===== src/rtl/clock_divider_pkg.sv =====
// -----------------------------------------------------------------------------
// clock_divider_pkg
// Shared definitions for the multi-channel clock divider:
//   DEFAULT_DIV_C  default half-period divisor loaded at reset
//   MAX_CHANNELS   largest supported channel count
//   MAX_WIDTH      widest divisor the saturation helper handles
//   chan_state_e   per-channel operating state (idle / running)
//   sat_div()      maps a divisor of 0 to 1; a zero divisor is never stored
// -----------------------------------------------------------------------------
package clock_divider_pkg;

   localparam int unsigned DEFAULT_DIV_C = 5_000_000;
   localparam int          MAX_CHANNELS  = 16;
   localparam int          MAX_WIDTH     = 64;

   // The state is simply the sampled enable, so the encoding mirrors it.
   typedef enum logic {
      CH_IDLE = 1'b0,
      CH_RUN  = 1'b1
   } chan_state_e;

   function automatic logic [MAX_WIDTH-1:0] sat_div(input logic [MAX_WIDTH-1:0] value);
      return (value == '0) ? MAX_WIDTH'(1) : value;
   endfunction

endpackage


===== src/rtl/divider_channel.sv =====
// -----------------------------------------------------------------------------
// divider_channel
// One divider channel: half-period counter, active divisor, pending divisor.
// Produces a 50% duty square wave of period 2*D and a one-cycle tick in the
// first cycle the square wave is high. A newly written divisor is held as
// pending and only swapped in at a terminal count (or at once while idle), so
// no half-period is ever cut short.
//
// Ports:
//   clock_in     sole clock, rising edge
//   reset        synchronous, active-high
//   enable       run enable for this channel
//   wr           write strobe for this channel's divisor
//   wr_value     new half-period in clock_in cycles (0 is stored as 1)
//   clock_out    divided clock (registered)
//   tick         one-cycle pulse coincident with clock_out's first high cycle
//   div_pending  a written divisor has not yet been applied
// -----------------------------------------------------------------------------
module divider_channel
   import clock_divider_pkg::*;
#(
   parameter int               WIDTH       = 32,
   parameter logic [WIDTH-1:0] DEFAULT_DIV = WIDTH'(DEFAULT_DIV_C)
) (
   input  logic             clock_in,
   input  logic             reset,
   input  logic             enable,
   input  logic             wr,
   input  logic [WIDTH-1:0] wr_value,
   output logic             clock_out,
   output logic             tick,
   output logic             div_pending
);

   localparam logic [WIDTH-1:0] RESET_DIV = WIDTH'(sat_div(MAX_WIDTH'(DEFAULT_DIV)));

   logic [WIDTH-1:0] cnt;
   logic [WIDTH-1:0] div_active;
   logic [WIDTH-1:0] div_next;
   logic             pending;
   logic [WIDTH-1:0] wr_sat;
   logic             terminal;
   chan_state_e      state;

   assign state    = chan_state_e'(enable);
   assign wr_sat   = WIDTH'(sat_div(MAX_WIDTH'(wr_value)));
   // div_active is never 0, so D-1 never underflows and cnt stays below D.
   assign terminal = (cnt == div_active - WIDTH'(1));

   // NOTE: all state here is sequential and uses non-blocking assignments, so
   // every right-hand side sees the pre-edge value (terminal count uses the
   // old pending/div_next even when a write lands on the same edge).
   always_ff @(posedge clock_in) begin
      if (reset) begin
         cnt        <= '0;
         div_active <= RESET_DIV;
         div_next   <= RESET_DIV;
         pending    <= 1'b0;
         clock_out  <= 1'b0;
         tick       <= 1'b0;
      end else begin
         tick <= 1'b0;
         case (state)
            CH_IDLE: begin
               cnt       <= '0;
               clock_out <= 1'b0;
               if (pending) begin
                  div_active <= div_next;
                  pending    <= 1'b0;
               end
            end
            CH_RUN: begin
               if (terminal) begin
                  cnt       <= '0;
                  clock_out <= ~clock_out;
                  // Rising transition: tick shares clock_out's first high cycle.
                  tick      <= ~clock_out;
                  if (pending) begin
                     div_active <= div_next;
                     pending    <= 1'b0;
                  end
               end else begin
                  cnt <= cnt + WIDTH'(1);
               end
            end
            default: begin
               cnt       <= '0;
               clock_out <= 1'b0;
            end
         endcase
         // NOTE: this later non-blocking assignment overrides the pending clear
         // above, so a write coinciding with an application stays pending.
         if (wr) begin
            div_next <= wr_sat;
            pending  <= 1'b1;
         end
      end
   end

   assign div_pending = pending;

endmodule


===== src/rtl/multi_clock_divider.sv =====
// -----------------------------------------------------------------------------
// multi_clock_divider
// CHANNELS independent programmable clock dividers driven from one clock.
// The top level only decodes the shared divisor write port into per-channel
// strobes; each channel is a divider_channel instance.
//
// Parameters:
//   CHANNELS     number of channels (1..16)
//   WIDTH        divisor / counter width
//   DEFAULT_DIV  half-period divisor loaded at reset (0 is stored as 1)
//
// Ports:
//   clock_in     sole clock, rising edge
//   reset        synchronous, active-high; overrides everything
//   enable       per-channel run enable
//   div_wr       divisor write strobe, one cycle per write
//   div_sel      target channel; values >= CHANNELS are ignored
//   div_value    new half-period in clock_in cycles
//   clock_out    divided clocks, period 2*D, 50% duty
//   tick         one-cycle pulse in the first high cycle of clock_out
//   div_pending  written divisor not yet applied
// -----------------------------------------------------------------------------
module multi_clock_divider
   import clock_divider_pkg::*;
#(
   parameter  int          CHANNELS    = 4,
   parameter  int          WIDTH       = 32,
   parameter  int unsigned DEFAULT_DIV = DEFAULT_DIV_C,
   localparam int          SEL_W       = (CHANNELS > 1) ? $clog2(CHANNELS) : 1
) (
   input  logic                clock_in,
   input  logic                reset,
   input  logic [CHANNELS-1:0] enable,
   input  logic                div_wr,
   input  logic [SEL_W-1:0]    div_sel,
   input  logic [WIDTH-1:0]    div_value,
   output logic [CHANNELS-1:0] clock_out,
   output logic [CHANNELS-1:0] tick,
   output logic [CHANNELS-1:0] div_pending
);

   localparam logic [WIDTH-1:0] DEFAULT_DIV_W = WIDTH'(DEFAULT_DIV);

   logic [CHANNELS-1:0] wr_strobe;

   for (genvar i = 0; i < CHANNELS; i++) begin : g_ch
      // A select value with no matching channel simply strobes nothing.
      assign wr_strobe[i] = div_wr && (div_sel == SEL_W'(i));

      divider_channel #(
         .WIDTH       (WIDTH),
         .DEFAULT_DIV (DEFAULT_DIV_W)
      ) u_channel (
         .clock_in    (clock_in),
         .reset       (reset),
         .enable      (enable[i]),
         .wr          (wr_strobe[i]),
         .wr_value    (div_value),
         .clock_out   (clock_out[i]),
         .tick        (tick[i]),
         .div_pending (div_pending[i])
      );
   end

endmodule

===== config.mk =====
export PLATFORM = sky130hd
export DESIGN_NAME = multi_clock_divider
export DESIGN_NICKNAME = d
export VERILOG_FILES = /design/src/rtl/clock_divider_pkg.sv /design/src/rtl/divider_channel.sv /design/src/rtl/multi_clock_divider.sv
export SDC_FILE = /design/constraint.sdc
export NUM_CORES = 1
export LEC_CHECK = 0
export CORE_ASPECT_RATIO = 1.4
export CORE_MARGIN = 5
export CORE_UTILIZATION = 45
export CTS_CLUSTER_DIAMETER = 30
export DETAILED_ROUTE_END_ITERATION = 10
export PLACE_DENSITY = 0.65
export SYNTH_ARGS = -nofsm -noshare
export SYNTH_HDL_FRONTEND = slang
export SYNTH_SLANG_ARGS = --single-unit

===== constraint.sdc =====
create_clock -name clock_in -period 4.96 [get_ports clock_in]
set_input_delay 0.992 -clock clock_in [delete_from_list [all_inputs] [get_ports clock_in]]
set_output_delay 0.992 -clock clock_in [all_outputs]
set_load 0.005 [all_outputs]

# == Yosys cells after proc, flatten, opt, wreduce, memory -nomap -nowiden ==
# Cells that the tools add are included.
# op_classes
n_eq_ne,15
n_bitwise,12
n_reduce_logical,10
add_sub_neg,8
n_mux,41
# op_table
operator,count
one-hot mux 32 bit (2 select lines),8
2-to-1 mux 32 bit,13
"adder 32 x 1 -> 32 bit, second input constant",4
equality test 32 bit,4
"subtractor 32 x 1 -> 32 bit, second input constant",4
logical NOT 32 bit,1
one-hot mux 1 bit (2 select lines),8
2-to-1 mux 1 bit,12
"inequality test 3 x 1 -> 1 bit, second input constant",4
NOT 1 bit,12
OR reduction 3 bit,4
"inequality test 2 x 1 -> 1 bit, second input constant",4
"equality test 2 bit, second input constant",2
logical AND 1 bit,4
"equality test 2 x 1 -> 1 bit, second input constant",1
logical NOT 2 bit,1
# totals
output_inout_bits,12
in_bits,41
elab_cells,110
regBits,396

# == Depth between registers and ports, before layout ==
# Gate-level depths: netlist of the first run.
# depth
word_depth,5
ltp_mapped,13
mapped_depth_nobuf,10

# == Hierarchy ==
# A second synthesis of the first run with hierarchy kept.
# hier_totals
cells_unflattened,2323
hier_area_um2,20495.9
# modules_own_cells
mod,cells_per_inst,area_per_inst_um2,n_inst,seq_area_each_um2
divider_channel at g_ch[0].u_channel ...,568,5037.3,3,1981.9
divider_channel at g_ch[3].u_channel,615,5346.4,1,1981.9
multi_clock_divider,4,37.5,1,0.0

# == Least setup slack after synthesis of the first run ==
# Ideal clock, no wire load.
# synth_path
path_kind,reg2reg
start,register g_ch[0].u_channel.div_active[0]
end,register g_ch[0].u_channel.div_active[10]
setup_ns,0.072
arrival_time_ns,3.412
period_less_slack_ns,3.483
n_path_buf,1
setup_slack_ns,1.477
t_required_ns,4.888
stages_incl_launch_ff,12
cell_sequence,dfxtp_1 inv_1 ha_1 nor3b_1 xnor2_1 nand4_1 or4_1 or3_1 or4b_4 o32ai_4 buf_8 mux2i_1
# synth_via
elab_chain_cells,3
# synth_lines
element,line,rtl
"start, declared",divider_channel.sv:38,logic [WIDTH-1:0] div_active;
"start signal, assigned",divider_channel.sv:68,div_active <= div_next;
"start signal, assigned",divider_channel.sv:79,div_active <= div_next;
subtractor 32 x 1 -> 32 bit,divider_channel.sv:48,assign terminal = (cnt == div_active - WIDTH'(1));
equality test 32 bit,divider_channel.sv:48,
inequality test 2 x 1 -> 1 bit (no line),-,
# No other way between the ends.
# A chain may end at the register's enable or synchronous reset.

# == Worst setup path after layout of the first run ==
# layout_path
start,register g_ch[3].u_channel.div_active[0]
end,register g_ch[3].u_channel.div_active[2]
# layout_via
elab_chain_cells,3
# layout_lines
element,line
"start, declared",divider_channel.sv:38
"start signal, assigned",divider_channel.sv:68
"start signal, assigned",divider_channel.sv:79
subtractor 32 x 1 -> 32 bit,divider_channel.sv:48
equality test 32 bit,divider_channel.sv:48
inequality test 2 x 1 -> 1 bit (no line),-
# No other way between the ends.

==> results of run 1 <==
[flip-flops by register name (all words and copies together) (netlist names)]
register,cells
g_ch.u_channel.clock_out,4
g_ch.u_channel.cnt,128
g_ch.u_channel.tick,4
g_ch.u_channel.div_active,128
g_ch.u_channel.div_next,128
g_ch.u_channel.div_pending,4
[worst paths after layout]
path,from,slack (ps),cells after the start,to
worst max-delay path,g_ch[3].u_channel.div_active[0]$_SDFFE_PP0P_,890,11,g_ch[3].u_channel.div_active[2]$_SDFFE_PP0P_
worst min-delay path,g_ch[1].u_channel.div_next[4]$_SDFFE_PP0P_,450,2,g_ch[1].u_channel.div_next[4]$_SDFFE_PP0P_
worst max register to register,g_ch[3].u_channel.div_active[0]$_SDFFE_PP0P_,890,11,g_ch[3].u_channel.div_active[2]$_SDFFE_PP0P_
worst min register to register,g_ch[1].u_channel.div_next[4]$_SDFFE_PP0P_,450,2,g_ch[1].u_channel.div_next[4]$_SDFFE_PP0P_
[power by group through the flow]
stage          Sequential [W]  Combinational (W)  Clock (W)
3_5_place_dp          0.00333           0.000316          0
6_report              0.00327           0.000318    0.00498
2_1_floorplan         0.00332           0.000204          0
4_1_cts               0.00327           0.000317    0.00508
5_1_grt               0.00327           0.000344    0.00524
3_3_place_gp          0.00333           0.000310          0
[logic make-up (layout without fill, tap and decap cells)]
family	after synthesis	after routing	share of synthesized area
AND/OR/NAND/NOR	1242	1242	0.3049
flip-flops	396	396	0.3843
buffers and inverters	195	237	0.04306
adder cells (fa/ha/maj)	8	8	0.004852
multiplexers	122	122	0.05925
AO/OA/AOI/OAI	253	253	0.07866
XOR/XNOR	293	293	0.1251
[final cells by class]
cell class	instances	share of cell area
Sequential cell	396	0.3327
Inverter	37	0.005828
Clock inverter	43	0.02237
Clock buffer	86	0.08128
Tap cell	611	0.03208
Multi-Input combinational cell	1918	0.4977
Timing Repair Buffer	71	0.02804
[layer usage]
metal	GRT usage	vias to the layer above	wire, um
met3	0.03353	152	2126
met5	0	-	27
met1	0.2416	7970	21920
li1	-	8568	-
met4	0.1004	4	2362
met2	0.3326	419	24660
[worst max-delay path: stages (launching register included)]
cell and delay [ps]:
dfxtp_1 380, inv_1 90, ha_1 250, nor3b_1 860
nand4_1 210, xnor2_1 190, or4_1 540, nor4_1 200
o2111ai_1 320, o22ai_4 190, buf_4 490, mux2i_1 260
[layout by cell type, fill, tap and decap left out, drive strengths merged, types with 40 or more instances in the layout]
master and count:
inv 45, nand4 50, clkbuf 86, xnor2 154
nor2 304, nand2b 164, nor4 70, mux2i 121
nand3 63, nor3 68, xor2 138, a21oi 118
clkdlybuf4s50 51, nand2 329, nand3b 40, dfxtp 396
[through the flow]
stage / instances / util / total power [W] / hold WS (ps) / cell area, um^2
2_1_floorplan: 2509 / - / 0.003524 / 430.2 / 20630
3_3_place_gp: 3033 / 0.4721 / 0.003639 / 441.4 / 21360
3_5_place_dp: 3033 / 0.4721 / 0.003647 / 447.9 / 21360
4_1_cts: 3162 / 0.5267 / 0.008666 / 453.7 / 23830
5_1_grt: 3162 / 0.5267 / 0.008854 / 465.5 / 23830
6_report: 3162 / 0.5267 / 0.008565 / 452.3 / 23830
==> results.md, run 1 <==
- The flow ran to the end, and the final reports show no timing, DRC or antenna violations.
- The net count reported at finish is 2545.
- The top achievable clock speed is 0.2457 GHz.
- The floorplan has 92 rows.
- VDD sags by at most 0.2639 mV.
- Yosys mapped a number of flops with a built-in enable equal to 0.
- Relative to the synthesized area, the layout overhead comes to 15.50%.
- The total wire length after detailed routing is 51100 um.
- The number of buffers between clock root and the deepest sink is 3.
- The path type of the worst setup path is flop to flop.
- The aggregate global routing overflow is 0.
- For this run, design rule violations remaining after detail routing come to 0.
- Of the total power, combinational logic draws 0.037.
- The number of diodes is 0.
- The average cell area after synthesis is 8.223 um^2.
- The number of slew-limit violations in the final report is 0.
- The initial utilization of the core area, before any placement, comes to 0.4561.
- The number of max-cap violations is 0.
- Counting every sink on the clock net gives 396.
- The post-CTS resize count is 0.
- The post-CTS setup buffer count is 0.
- Summed over all nets, the switching power comes to 0.001932 W.
- The height of the chip is 263.4 um.
- The worst slack at placement is 906.1 ps.
- The cell leakage power is 8.220 nW.
- At the pin with the least slew margin, the transition time is 1268 ps.
- After synthesis the cells add up to 20630 um^2.
- Using the TritonRoute via totals, the vias-per-cell ratio works out to 5.412.
- Among all cell types in the netlist, the one instantiated most often is dfxtp_1.
- The data required time of the critical path is 5460 ps.
- Setup violations remaining at the end of the flow were counted as 0.
- Dividing the final minimum period by the clock period gives 0.8206.
- Between clock sinks in the finished design, the worst skew comes to 20.37 ps.
- The register share of total power is 0.382.
- The floorplan die width is 191.0 um.
- Of the total power, the share spent switching nets is 0.2256.
- The routed via count is 17113.
- The number of failing hold endpoints at the final stage was 0.
- The wire length per cell after detailed routing is 16.16 um.
- The fraction of layout cells with a size suffix above 1 is 0.07017.
- The arrival time at the worst endpoint is 4570 ps.
- For this run, the total global-route usage over all layers was measured as 0.1974.
- Of the synthesized area, sequential elements account for 0.3843.
- Pin placement for this block handled 53 I/O pins.
- After filler insertion, the fill cell instance count of the layout stands at 4130.
- By area the synthesized netlist is led by dfxtp_1, xnor2_1, nand2_1.
- The insertion delay of the later-clocked pin in the worst-skew pair is 580 ps.
- The clock period minus worst slack is 4070 ps.
- The top cell type's share of synthesized area is 0.3843.
- Setup slack closes at 889.8 ps.
- The CTS root buffer is clkbuf_16.
- The congestion estimate from routability-driven global placement came to 0.9326.
- For the final routed database, the setup TNS stands at 0 ps.
- The initial antenna violation count is 2.
- The detailed router finished its first iteration with 1069 violations.
- The class of the tightest hold or removal check is flop to flop.
- The count of buffers added on input and output ports is 52.
- The CTS tree is done.
- Synthesis handed over a netlist of 2509 instances.
- The relative max-transition margin is 0.1525.
- The first global-routing pass estimated 82800 um of wire.
- After synthesis, the most frequently instantiated cells are dfxtp_1, nand2_1, nor2_1, nand2b_1, xnor2_1.
- The clock share of power is 0.581.
- The number of global-route vias before repair is 16349.
- When the netlist entered floorplanning its net count stood at 2558.
- dfxtp_1 takes more of the synthesized area than any other cell.
- Buffers inserted during clock tree synthesis total 72.
- The async set-reset flop share out of synthesis is 0.
- The number of iterations in the first detailed-routing pass is 5.
- The area taken by multi-input logic gates is 11860 um^2.
- Along the worst path, the maximum fanout reaches 32.
- The detailed-placement wirelength estimate is 35750 um.
- The area of all sequential standard cells is 7928 um^2.
- Entering global routing, the biggest net connects 92 pins.
- The power density relative to cell area is 359.5 nW/um^2.
- The Yosys warning count is 0.
- STA classifies the critical path endpoint as a flop.
- The clock transition time at the flip-flop clock pins of the worst setup and hold paths is 50 ps.
- The total internal power is 0.006633 W.
- The main flop type after synthesis is dfxtp_1.
- In this run, synthesis produced a sequential element count of 396.
- In this run the standard cell core region covers 45240 um^2.
- Setup repair after global routing left no endpoint under its margin.
- The full die area is 50290 um^2.
- The number of buffers inserted for hold repair after clock tree synthesis is 0.
- The count of nets left with antenna violations once routing finished came out at 0.
- The nature of the critical path startpoint is a flop.
- The depth of the CTS H-tree is 3.
- Synthesis instantiated 79 different standard cells from the library.
No activity file was read; power rests on OpenSTA's default activity.
==> run 2: changes to the inputs <==
--- a/config.mk
+++ b/config.mk
@@ -10,7 +10,7 @@
 export CORE_UTILIZATION = 45
 export CTS_CLUSTER_DIAMETER = 30
 export DETAILED_ROUTE_END_ITERATION = 10
-export PLACE_DENSITY = 0.65
+export PLACE_DENSITY = 0.67
 export SYNTH_ARGS = -nofsm -noshare
 export SYNTH_HDL_FRONTEND = slang
 export SYNTH_SLANG_ARGS = --single-unit
==> constraint.sdc (replaced) <==
create_clock -name clock_in -period 3.51 [get_ports clock_in]
set_input_delay 0.702 -clock clock_in [delete_from_list [all_inputs] [get_ports clock_in]]
set_output_delay 0.702 -clock clock_in [all_outputs]
set_load 0.005 [all_outputs]
==> run 2 against run 1 <==
  * Flip-flop and latch count is the same
  * Wire length grew 4.1%
  * Register-to-register slack lost 800 ps
  * Global-route usage grew 0.36 points
  * Largest power group unchanged
==> results.md, run 2 (synthesis gave the netlist of run 1 again) <==
- The flow ran to the end, and the final reports show no timing, DRC or antenna violations.
- The cell family contributing the most delay on the critical path is simple AND/OR/NAND/NOR gates.
- In this run, the number of DRC markers left after iteration 0 of detailed routing was 1206.
- Total power for the finished layout comes to 0.01136 W.
- The number of iterations in the first detailed-routing pass is 5.
- The cell leakage power is 8.765 nW.
- The full die area is 50290 um^2.
- The first global-routing pass estimated 85020 um of wire.
- For this run, the top clock speed supported by timing is 0.2923 GHz.
- Max-cap violations in this run came to 0.
- The CTS tree is done.
- The detailed-route vias per instance is 5.363.
- The worst path in the final design needs a cycle of 3421 ps, including I/O delays and setup.
- The path type of the worst setup path is flop to flop.
- Walking the worst path, the cells encountered are buf_4, or4_4, nor3_4, xnor2_1, or4_1, or3_1, or4b_4, o32ai_4, buf_6, clkbuf_16, mux2i_1.
- The most common cell after layout, fill and taps aside is dfxtp_1.
- The detailed router placed 17542 vias in this run.
- After global routing, the most crowded layer is met2.
- The area inside the core boundary is 45240 um^2.
- In the final routed layout, each cell accounts on average for 16.25 um.
- The worst register-to-register path has a depth of 11.
- In the layout the commonest cells are dfxtp_1, nand2_1, nor2_1, nand2b_1, xnor2_1.
- The CTS buffer count is 61.
- The critical-path cell with the highest stage delay is or4_4.
- For the pin with the worst max-slew slack, the measured transition is 723.0 ps.
- The total track usage is 0.2010.
- The wire-length estimate of the detail-placed layout is 36890 um.
- During I/O placement, the number of pins put on the boundary was 53.
- In the finished design, the share of the clock period the worst path needs comes to 0.9747.
- The maximum fanout count along the critical path is 8.
- Measured along the y axis, the die boundary spans 263.4 um.
- The number of failing hold endpoints at the final stage was 0.
- The net count reported at finish is 2656.
- The worst hold path depth is 2.
- Data arrives at the worst endpoint at 3930 ps.
- The depth of the CTS H-tree is 2.
- The category of the worst setup path capture point is a flop.
- The insertion delay of the later-clocked pin in the worst-skew pair is 590 ps.
- After floorplanning, the core was divided into 92 placement rows.
- The slack of the worst reg-to-reg path is 90 ps.
- Counting every sink on the clock net gives 396.
- The CTS root buffer is clkbuf_16.
- The relative max-transition margin is 0.5180.
- The largest registers in the layout are g_ch.u_channel.cnt: 128 flops, g_ch.u_channel.div_active: 128 flops, g_ch.u_channel.div_next: 128 flops.
- The terminus of the critical flop-to-flop path is g_ch[0].u_channel.div_active[15]$_SDFFE_PP0P_.
- The min-delay analysis places its worst path in the category flop to flop.
- The worst setup path is launched from a flop.
- Setup violations remaining at the end of the flow were counted as 0.
- Clock-pin slew was measured on the worst setup and hold paths at 50 ps.
- The worst-case IR drop observed on VDD is 0.3594 mV.
- The total wire length after detailed routing is 53170 um.
- At the end of routability-driven placement, the weighted congestion stood at 0.9277.
- For this run, global-route usage on met3 was measured as 0.02796.
- The initial cell density of the core is 0.4561.
- The total of buffers placed on input and output ports is 52.
- Entering global routing, the biggest net connects 102 pins.
- On the final layout, the worst clock skew is 17.80 ps.
- The aggregate global routing overflow is 0.
- The number of buffers between clock root and the deepest sink is 3.
- Of the cells placed in the final design, the portion with a size suffix greater than 1 is 0.1203.
- For this run, global-route usage on met1 was measured as 0.2471.
- At the worst endpoint, the required time is 4020 ps.
- The initial antenna violation count is 2.
- The worst register-to-register path begins at g_ch[0].u_channel.div_active[1]$_SDFFE_PP0P_.
- The critical path contains buffers and inverters numbering 3 combined.
- The number of slew-limit violations in the final report is 0.
- The endpoint with the worst hold slack is g_ch[0].u_channel.div_next[21]$_SDFFE_PP0P_.
- The area growth from synthesis to layout is 20.17%.
- From left edge to right edge, the die measures 191.0 um.
- In this design, the stage delay of the slowest critical-path cell is 580 ps.
- The detailed-route DRC error count is 0.
- 0 antenna diodes ended up in the layout.
- The number of routed nets with antenna violations is 0.
- The start point of the worst min-delay path is g_ch[0].u_channel.div_next[21]$_SDFFE_PP0P_.
- The worst hold margin is 454.1 ps.
- The power density relative to cell area is 458.1 nW/um^2.
- The fraction of met2 tracks used by global routing is 0.3503.
- The number of global-route vias before repair is 16899.
==> run 2: cell count changes in the layout (fill, tap and decap cells not counted), moves of 4 or more <==
cell / delta
clkbuf_1: -6
or4_4: +4
or4_1: -4
inv_6: +9
nor4_1: -10
clkinv_4: -5
nor4_2: +9
buf_4: +105
clkinv_2: -4
clkbuf_16: -7
buf_6: +4
buf_12: +8
clkinvlp_4: +5
==> run 2: where the power goes <==
| part | leakage, nW | switching, W | internal (W) | total, W |
|---|---|---|---|---|
| clock network | 1.03 | 0.00234 | 0.00389 | 0.00623 |
| logic | 4.53 | 0.000296 | 0.000219 | 0.000515 |
| registers | 3.21 | 0.0000439 | 0.00457 | 0.00461 |
| total | 8.76 | 0.00268 | 0.00867 | 0.0114 |
==> run 2: worst reg2reg max path: stages (launching register included) <==
cell and delay, ps:
dfxtp_1 310, buf_4 140, or4_4 580, nor3_4 140
xnor2_1 80, or4_1 410, or3_1 380, or4b_4 520
o32ai_4 260, buf_6 160, clkbuf_16 170, mux2i_1 200
==> run 2: repair_timing <==
action | 4_1_cts | 5_1_grt
pin swaps | 1 | 11
gates cloned | 1 | 6
endpoints found under the setup margin | 95 | 242
gates resized for setup | 6 | 31
hold buffers | 0 | 0
buffers inserted | 0 | 10
==> run 2: how the worst max path moves through the flow <==
stage | startpoint | endpoint | slack [ps] | depth (start not counted)
final | g_ch[0].u_channel.div_active[1]$_SDFFE_PP0P_ | g_ch[0].u_channel.div_active[15]$_SDFFE_PP0P_ | 90 | 11
after global routing | g_ch[0].u_channel.div_active[0]$_SDFFE_PP0P_ | g_ch[0].u_channel.div_active[20]$_SDFFE_PP0P_ | -40 | 13
after CTS | g_ch[0].u_channel.div_active[1]$_SDFFE_PP0P_ | g_ch[0].u_channel.div_active[15]$_SDFFE_PP0P_ | 2 | 10
after detailed placement | g_ch[0].u_channel.div_active[4]$_SDFFE_PP0P_ | g_ch[0].u_channel.div_active[0]$_SDFFE_PP0P_ | -110 | 9
after global placement | g_ch[0].u_channel.div_active[4]$_SDFFE_PP0P_ | g_ch[0].u_channel.div_active[1]$_SDFFE_PP0P_ | -30 | 10
after floorplan | g_ch[0].u_channel.div_active[0]$_SDFFE_PP0P_ | g_ch[0].u_channel.div_active[10]$_SDFFE_PP0P_ | 30 | 11
==> run 2: per-layer routing <==
layer / vias up / wire length (um)
met3: 155 / 1959
met4: 4 / 2329
met1: 8221 / 22550
met5: - / 31
met2: 364 / 26300
li1: 8798 / -
==> run 2: cell type report <==
| type | instances | area, um^2 |
|---|---|---|
| multi-input cells | 1918 | 12010 |
| fillers | 4062 | 20450 |
| flip-flops and latches | 396 | 7931 |
| repair buffers | 193 | 1789 |
| clock inverters | 46 | 501.7 |
| clock buffers | 70 | 1653 |
| inverters | 37 | 138.9 |
| well taps | 611 | 764.5 |
==> run 2: per-stage QoR <==
stage	setup TNS (ps)	worst slack [ps]	utilization	instances	instance area (um^2)
finish	0	88.81	0.5480	3271	24790
global route	-379.0	-43.05	0.5480	3271	24790
CTS	0	2.388	0.5406	3255	24460
detailed placement	-2643	-108.5	0.4918	3138	22250
global placement	-643.3	-25.44	0.4918	3138	22250
floorplan	0	26.58	-	2509	20630
==> run 3: changes to the inputs <==
--- a/config.mk
+++ b/config.mk
@@ -5,6 +5,7 @@
 export SDC_FILE = /design/constraint.sdc
 export NUM_CORES = 1
 export LEC_CHECK = 0
+export CAP_MARGIN = 0
 export CORE_ASPECT_RATIO = 1.4
 export CORE_MARGIN = 5
 export CORE_UTILIZATION = 45
==> results of run 3 <==
Final layout, timing and power as in run 2 (identical DEF).
